<file path="config.mk">
export PLATFORM = sky130hd
export DESIGN_NAME = vote_result_uart_tx
export DESIGN_NICKNAME = d
export VERILOG_FILES = /design/src/rtl/vote_result_uart_tx.sv
export SDC_FILE = /design/constraint.sdc
export NUM_CORES = 1
export LEC_CHECK = 0
export BUFFER_PORTS_ARGS = -buffer_cell sky130_fd_sc_hd__buf_4
export CAP_MARGIN = 30
export CORE_ASPECT_RATIO = 0.6
export CORE_MARGIN = 2
export CORE_UTILIZATION = 29
export CTS_CLUSTER_DIAMETER = 30
export DETAILED_ROUTE_END_ITERATION = 10
export GPL_ROUTABILITY_DRIVEN = 1
export HOLD_SLACK_MARGIN = 0.08
export PLACE_DENSITY = 0.42
export SYNTH_ARGS = -nofsm -noshare
export SYNTH_HDL_FRONTEND = slang
export SYNTH_SLANG_ARGS = --single-unit
export TNS_END_PERCENT = 100
</file>
<file path="constraint.sdc">
create_clock -name clock -period 3.46 [get_ports clock]
set_clock_uncertainty 0.05 [all_clocks]
set_input_delay 1.038 -clock clock [delete_from_list [all_inputs] [get_ports clock]]
set_output_delay 1.038 -clock clock [all_outputs]
set_load 0.01 [all_outputs]
</file>
<file path="src/rtl/vote_result_uart_tx.sv">
`default_nettype none
// ============================================================================
// Module   : vote_result_uart_tx
// Brief    : Serialises a snapshot of four candidate tallies as one 8N1 UART
//            frame: header, four counts, 8-bit wrap checksum.
// Revision : 1.0 - initial release
// ============================================================================
module vote_result_uart_tx #(
  parameter int unsigned CLKS_PER_BIT = 16,
  parameter logic [7:0]  HEADER       = 8'hA5
) (
  input  logic       clock,
  input  logic       reset,
  input  logic       start,
  input  logic [7:0] cand1_vote,
  input  logic [7:0] cand2_vote,
  input  logic [7:0] cand3_vote,
  input  logic [7:0] cand4_vote,
  output logic       tx,
  output logic       busy,
  output logic       done
);

  localparam int unsigned BAUD_W    = (CLKS_PER_BIT > 1) ? $clog2(CLKS_PER_BIT) : 1;
  localparam logic [BAUD_W-1:0] BAUD_LAST = BAUD_W'(CLKS_PER_BIT - 1);
  localparam logic [2:0]  LAST_BYTE = 3'd5;

  localparam logic [1:0] S_IDLE      = 2'd0;
  localparam logic [1:0] S_START_BIT = 2'd1;
  localparam logic [1:0] S_DATA_BITS = 2'd2;
  localparam logic [1:0] S_STOP_BIT  = 2'd3;

  logic [1:0]        state_q, state_d;
  logic [BAUD_W-1:0] baud_q, baud_d;
  logic [2:0]        bit_q, bit_d;
  logic [2:0]        byte_q, byte_d;
  logic [7:0]        shift_q, shift_d;
  logic [7:0]        snap1_q, snap2_q, snap3_q, snap4_q;
  logic              tx_q, tx_d;
  logic              busy_q, busy_d;
  logic              done_q, done_d;

  logic              accept;
  logic              baud_end;
  logic [2:0]        byte_nxt_idx;
  logic [7:0]        byte_nxt;
  logic [7:0]        checksum;

  assign accept       = start && (state_q == S_IDLE) && !busy_q;
  assign baud_end     = (baud_q == BAUD_LAST);
  assign byte_nxt_idx = byte_q + 3'd1;
  assign checksum     = snap1_q + snap2_q + snap3_q + snap4_q;

  // Byte loaded into the shift register when the next START_BIT begins.
  always_comb begin
    byte_nxt = HEADER;
    case (byte_nxt_idx)
      3'd1:    byte_nxt = snap1_q;
      3'd2:    byte_nxt = snap2_q;
      3'd3:    byte_nxt = snap3_q;
      3'd4:    byte_nxt = snap4_q;
      3'd5:    byte_nxt = checksum;
      default: byte_nxt = HEADER;
    endcase
  end

  // State register and datapath registers
  always_ff @(posedge clock) begin
    if (reset) begin
      state_q <= S_IDLE;
      baud_q  <= '0;
      bit_q   <= '0;
      byte_q  <= '0;
      shift_q <= '0;
      snap1_q <= '0;
      snap2_q <= '0;
      snap3_q <= '0;
      snap4_q <= '0;
      tx_q    <= 1'b1;
      busy_q  <= 1'b0;
      done_q  <= 1'b0;
    end else begin
      state_q <= state_d;
      baud_q  <= baud_d;
      bit_q   <= bit_d;
      byte_q  <= byte_d;
      shift_q <= shift_d;
      tx_q    <= tx_d;
      busy_q  <= busy_d;
      done_q  <= done_d;
      if (accept) begin
        snap1_q <= cand1_vote;
        snap2_q <= cand2_vote;
        snap3_q <= cand3_vote;
        snap4_q <= cand4_vote;
      end
    end
  end

  // Next-state logic
  always_comb begin
    state_d = state_q;
    case (state_q)
      S_IDLE:      if (accept)                         state_d = S_START_BIT;
      S_START_BIT: if (baud_end)                       state_d = S_DATA_BITS;
      S_DATA_BITS: if (baud_end && (bit_q == 3'd7))    state_d = S_STOP_BIT;
      S_STOP_BIT:  if (baud_end)
                     state_d = (byte_q == LAST_BYTE) ? S_IDLE : S_START_BIT;
      default:                                         state_d = S_IDLE;
    endcase
  end

  // Counters and shift register
  always_comb begin
    baud_d  = baud_q;
    bit_d   = bit_q;
    byte_d  = byte_q;
    shift_d = shift_q;

    if (state_q == S_IDLE) begin
      baud_d = '0;
    end else if (baud_end) begin
      baud_d = '0;
    end else begin
      baud_d = baud_q + BAUD_W'(1);
    end

    if (state_q != S_DATA_BITS) begin
      bit_d = 3'd0;
    end else if (baud_end) begin
      bit_d = bit_q + 3'd1;
    end

    case (state_q)
      S_IDLE: begin
        if (accept) begin
          byte_d  = 3'd0;
          shift_d = HEADER;
        end
      end
      S_DATA_BITS: begin
        if (baud_end) shift_d = {1'b0, shift_q[7:1]};
      end
      S_STOP_BIT: begin
        if (baud_end) begin
          if (byte_q == LAST_BYTE) begin
            byte_d = 3'd0;
          end else begin
            byte_d  = byte_nxt_idx;
            shift_d = byte_nxt;
          end
        end
      end
      default: ;
    endcase
  end

  // Output logic: next values of the registered outputs, derived from the
  // upcoming state so tx changes on the same edge as the state.
  always_comb begin
    tx_d   = 1'b1;
    busy_d = (state_d != S_IDLE);
    done_d = (state_q == S_STOP_BIT) && baud_end && (byte_q == LAST_BYTE);
    case (state_d)
      S_IDLE:      tx_d = 1'b1;
      S_START_BIT: tx_d = 1'b0;
      S_DATA_BITS: tx_d = shift_d[0];
      S_STOP_BIT:  tx_d = 1'b1;
      default:     tx_d = 1'b1;
    endcase
  end

  assign tx   = tx_q;
  assign busy = busy_q;
  assign done = done_q;

endmodule
`default_nettype wire

</file>
==> summary by stage <==
Cells and area
The number of filler cells placed in the layout is 1142. From synthesis to final layout, the design area changed by 18.7%. The library cells used most frequently in the layout, excluding fill and tap cells, are 75 x nand2_1, 55 x dfxtp_1, 47 x buf_4. Summing all multi-input logic gate instances after layout gives 0.00186 mm2.

Of the cells placed in the final design, the portion with a size suffix greater than 1 is 0.152. After the flow finishes, the layout carries non-filler instances totaling 568. The most frequent standard cell in the layout excluding fill and tap cells is nand2_1.

0 antenna diodes ended up in the layout. In the final design database the tool counted 491 nets. Registers take 0.00110 mm2.

Worst hold path
The path with the worst hold slack has its endpoint at baud_q[0]$_SDFF_PP0_. The class of the tightest hold or removal check is reg2reg. The worst hold path begins at baud_q[0]$_SDFF_PP0_. Counting instances, the worst hold path has a depth of 1.

CTS
In this run the deepest clock path goes through 2 buffers. After clock tree synthesis, the flow added hold-fix buffers numbering 0. The depth of the CTS H-tree is 2.

The clock slew seen by the registers of the worst setup and hold paths is 0.07 ns. The CTS buffer count is 5. The root buffer cell is clkbuf_16. The clock net sink count is 55. The later pin in the worst-skew pair is clocked with a latency of 0.30 ns.

TritonCTS built the clock tree.

Pwr
Of the total power, the clock network draws 0.360. Internal power comes to 1.16 mW. For this design the static power due to leakage is 1.51 nW. The net switching power of the design is 0.462 mW. The part of the power in registers is 0.431. The design draws 1.62 mW. VDD sags by at most 0.000264 V.

Of the total power, the share spent switching nets is 0.285. Dividing total power by cell area gives a power density of 426 mW/mm2. The part of the total power dissipated in combinational logic is 0.209.

Critical path
The category of the worst setup path capture point is a register. STA classifies the critical path startpoint as a register. The required time of the worst setup path is 3.57 ns.

Traced cell by cell, the critical path runs through inv_1 > fa_1 > fa_1 > inv_1 > ha_1 > inv_1 > fa_1 > nand2b_1 > a21oi_2 > a211oi_1 > o311ai_0 > a211oi_1. The maximum net fanout on the critical path is 3. The worst path buffer plus inverter count is 3.

The family with the most delay on the worst path is adder cells. For the worst setup path, the data arrival time is 3.31 ns. For flop-to-flop paths, the worst setup slack is 0.27 ns. In this run the critical register-to-register path is captured at shift_q[5]$_SDFFE_PP0P_. The category of the most critical setup path is reg2reg. The source of the worst register-to-register timing path is snap1_q[1]$_SDFFE_PP0P_.

The largest stage delay on the critical path is 0.56 ns. On the critical path, the stage with the largest delay is an instance of fa_1. The length in cells of the worst reg-to-reg path is 12.

Run
Max-cap violations in this run came to 0.

Detailed routing
The count of routing violations after the opening detailed-route iteration is 222. The total DRC errors in the routed layout is 0. The average detailed-routed wire length per instance is 15.8 um. The final layout contains routed wiring with a total length of 8.96 mm. In this run the remaining antenna-violating nets after routing total 0.

After detailed routing, the number of vias per cell comes to 4.75. The number of detailed-route iterations in the first pass is 4. The total via count after detailed routing is 2699.

Synthesis
The most used flip-flop cell after synthesis is dfxtp_1. Of the total synthesized cell area, the portion taken by AND, OR, NAND and NOR gates is 0.191. The number of nets handed over by synthesis was 459. The average instance area after synthesis is 8.09 um2. The xor and xnor area share after synthesis is 0.0273.

Of the total synthesized cell area, the portion taken by full adders, half adders and majority gates is 0.138. In this run, synthesis produced a sequential element count of 55. The post-synthesis cell count is 397.

The netlist area before placement is 0.00321 mm2. The async set or reset register ratio after synthesis is 0. By area, the combinational part of the netlist is dominated by simple AND/OR/NAND/NOR gates. In this run, distinct cell masters in the synthesized netlist total 48. The Yosys warning count is 0.

The number of flops mapped to enable cells by yosys is 0. Of the synthesized area, sequential elements account for 0.343. The area fraction in compound gates after synthesis came to 0.181. The multiplexer share of the synthesized area is 0.0374.

Global route
The maximum number of pins on one net before global-route repair is 51. The overflow left after global routing is 0. The global-route wire length before repair is 14.8 mm. The via count of the first global-routing pass was 2652. The global routing usage summed across all routing layers is 0.159. The initial antenna violation count is 0.

STA
The count of endpoints failing setup in the final report is 0. Setup repair after global routing left no endpoint under its margin. The worst path in the final design needs a cycle of 3.19 ns, including I/O delays and setup.

The worst-case headroom to the max-slew limit is 0.589. The actual transition at the worst max-transition pin is 0.615 ns. The final clock period utilization by the worst path is 0.922. The final hold violation count came to 0. The highest achievable clock rate is 313 MHz. The final setup TNS is 0 ns.

The max-slew violation count is 0.

Placed design
Summed over all nets, the half-perimeter wirelength after detailed placement is 6.50 mm. The congestion estimate from routability-driven global placement came to 0.800. The number of placed cells counting well taps is 561.

The number of I/O port buffers is 37.

Floorplan
For this configuration, the core starts out at a cell density of 0.301. During I/O placement, the number of pins put on the boundary was 38. The horizontal extent of the die is 140 um.

The die area is 0.0120 mm2. The number of cell rows is 29. The floorplan step defined a core boundary enclosing 0.0107 mm2.

The height of the die is 85.5 um.

Status
The flow ran to the end, and the final reports show no timing, DRC or antenna violations.
[metrics by stage]
| stage | setup slack, ns | utilization | area (um2) | hold WS, ns |
|---|---|---|---|---|
| after global routing | 0.0364 | 0.357 | 3810 | 0.439 |
| after floorplan | 0.525 | - | 3210 | 0.368 |
| final | 0.269 | 0.357 | 3810 | 0.405 |
| after detailed placement | 0.219 | 0.342 | 3650 | 0.397 |
| after CTS | 0.217 | 0.357 | 3810 | 0.408 |
| after global placement | 0.306 | 0.342 | 3650 | 0.387 |
[sequential cells by signal, summed over array words and instances, names as in the netlist]
| register | flops |
|---|---|
| done | 1 |
| baud_q | 4 |
| snap2_q | 8 |
| snap4_q | 8 |
| snap1_q | 8 |
| busy | 1 |
| state_q | 2 |
| shift_q | 8 |
| tx | 1 |
| byte_q | 3 |
| snap3_q | 8 |
| bit_q | 3 |
[what timing repair did]
item / CTS / global route
gates resized for setup: 0 / 1
buffers inserted: 0 / 0
setup endpoints to repair: 0 / 1
[cells by family (layout without fill, tap and decap cells)]
logic type	after synthesis	in the layout
simple gates	138	138
compound gates	92	92
buf+inv	67	99
flops	55	55
fa+ha+maj	27	27
xor+xnor	10	10
mux	8	8
[cell usage after synthesis, types with 7 or more instances]
| library cell | count | share of area |
|---|---|---|
| o21ai_0 | 10 | 0.016 |
| inv_1 | 45 | 0.053 |
| fa_1 | 14 | 0.087 |
| nor2_1 | 26 | 0.030 |
| a21oi_1 | 46 | 0.072 |
| xnor2_1 | 9 | 0.025 |
| buf_2 | 7 | 0.011 |
| dfxtp_1 | 55 | 0.34 |
| ha_1 | 13 | 0.051 |
| nand2_1 | 75 | 0.088 |
| clkbuf_1 | 11 | 0.013 |
| nand3_1 | 9 | 0.014 |
[power by group through the flow]
stage | logic [mW] | registers, mW | clock network, mW
floorplan | 0.227 | 0.708 | 0
finish | 0.339 | 0.700 | 0.584
CTS | 0.342 | 0.700 | 0.594
detailed placement | 0.340 | 0.715 | 0
global placement | 0.340 | 0.714 | 0
global route | 0.387 | 0.706 | 0.619
[worst max path at each step]
| stage | cells after the start | start | endpoint |
|---|---|---|---|
| 2_1_floorplan | 12 | snap1_q[1]$_SDFFE_PP0P_ | shift_q[5]$_SDFFE_PP0P_ |
| 3_3_place_gp | 12 | snap1_q[1]$_SDFFE_PP0P_ | shift_q[5]$_SDFFE_PP0P_ |
| 3_5_place_dp | 12 | snap1_q[1]$_SDFFE_PP0P_ | shift_q[5]$_SDFFE_PP0P_ |
| 4_1_cts | 12 | snap1_q[1]$_SDFFE_PP0P_ | shift_q[5]$_SDFFE_PP0P_ |
| 5_1_grt | 12 | snap1_q[1]$_SDFFE_PP0P_ | shift_q[5]$_SDFFE_PP0P_ |
| 6_report | 12 | snap1_q[1]$_SDFFE_PP0P_ | shift_q[5]$_SDFFE_PP0P_ |
[metal layers]
metal / up-vias / global-route usage / wire length (um)
met5: - / 0 / 0
met3: 2 / 0.0313 / 447
li1: 1388 / - / -
met1: 1260 / 0.261 / 5170
met4: 0 / 0.0300 / 29
met2: 49 / 0.210 / 3310
[area by class of cell]
type	count	share of cell area
Sequential cell	55	0.289
Clock buffer	6	0.0338
Clock inverter	1	0.00788
Timing Repair Buffer	47	0.0925
Tap cell	139	0.0456
Inverter	45	0.0443
Multi-Input combinational cell	275	0.487
[worst register-to-register path: cells and delay by family (launching register included)]
kind	cells	cell delay, ns
and+or+nand+nor	1	0.20
buffers and inverters	3	0.21
DFF	1	0.35
adders and majority gates	4	1.57
AOI/OAI and AO/OA	4	0.70
(Power assumes the default switching activity.)
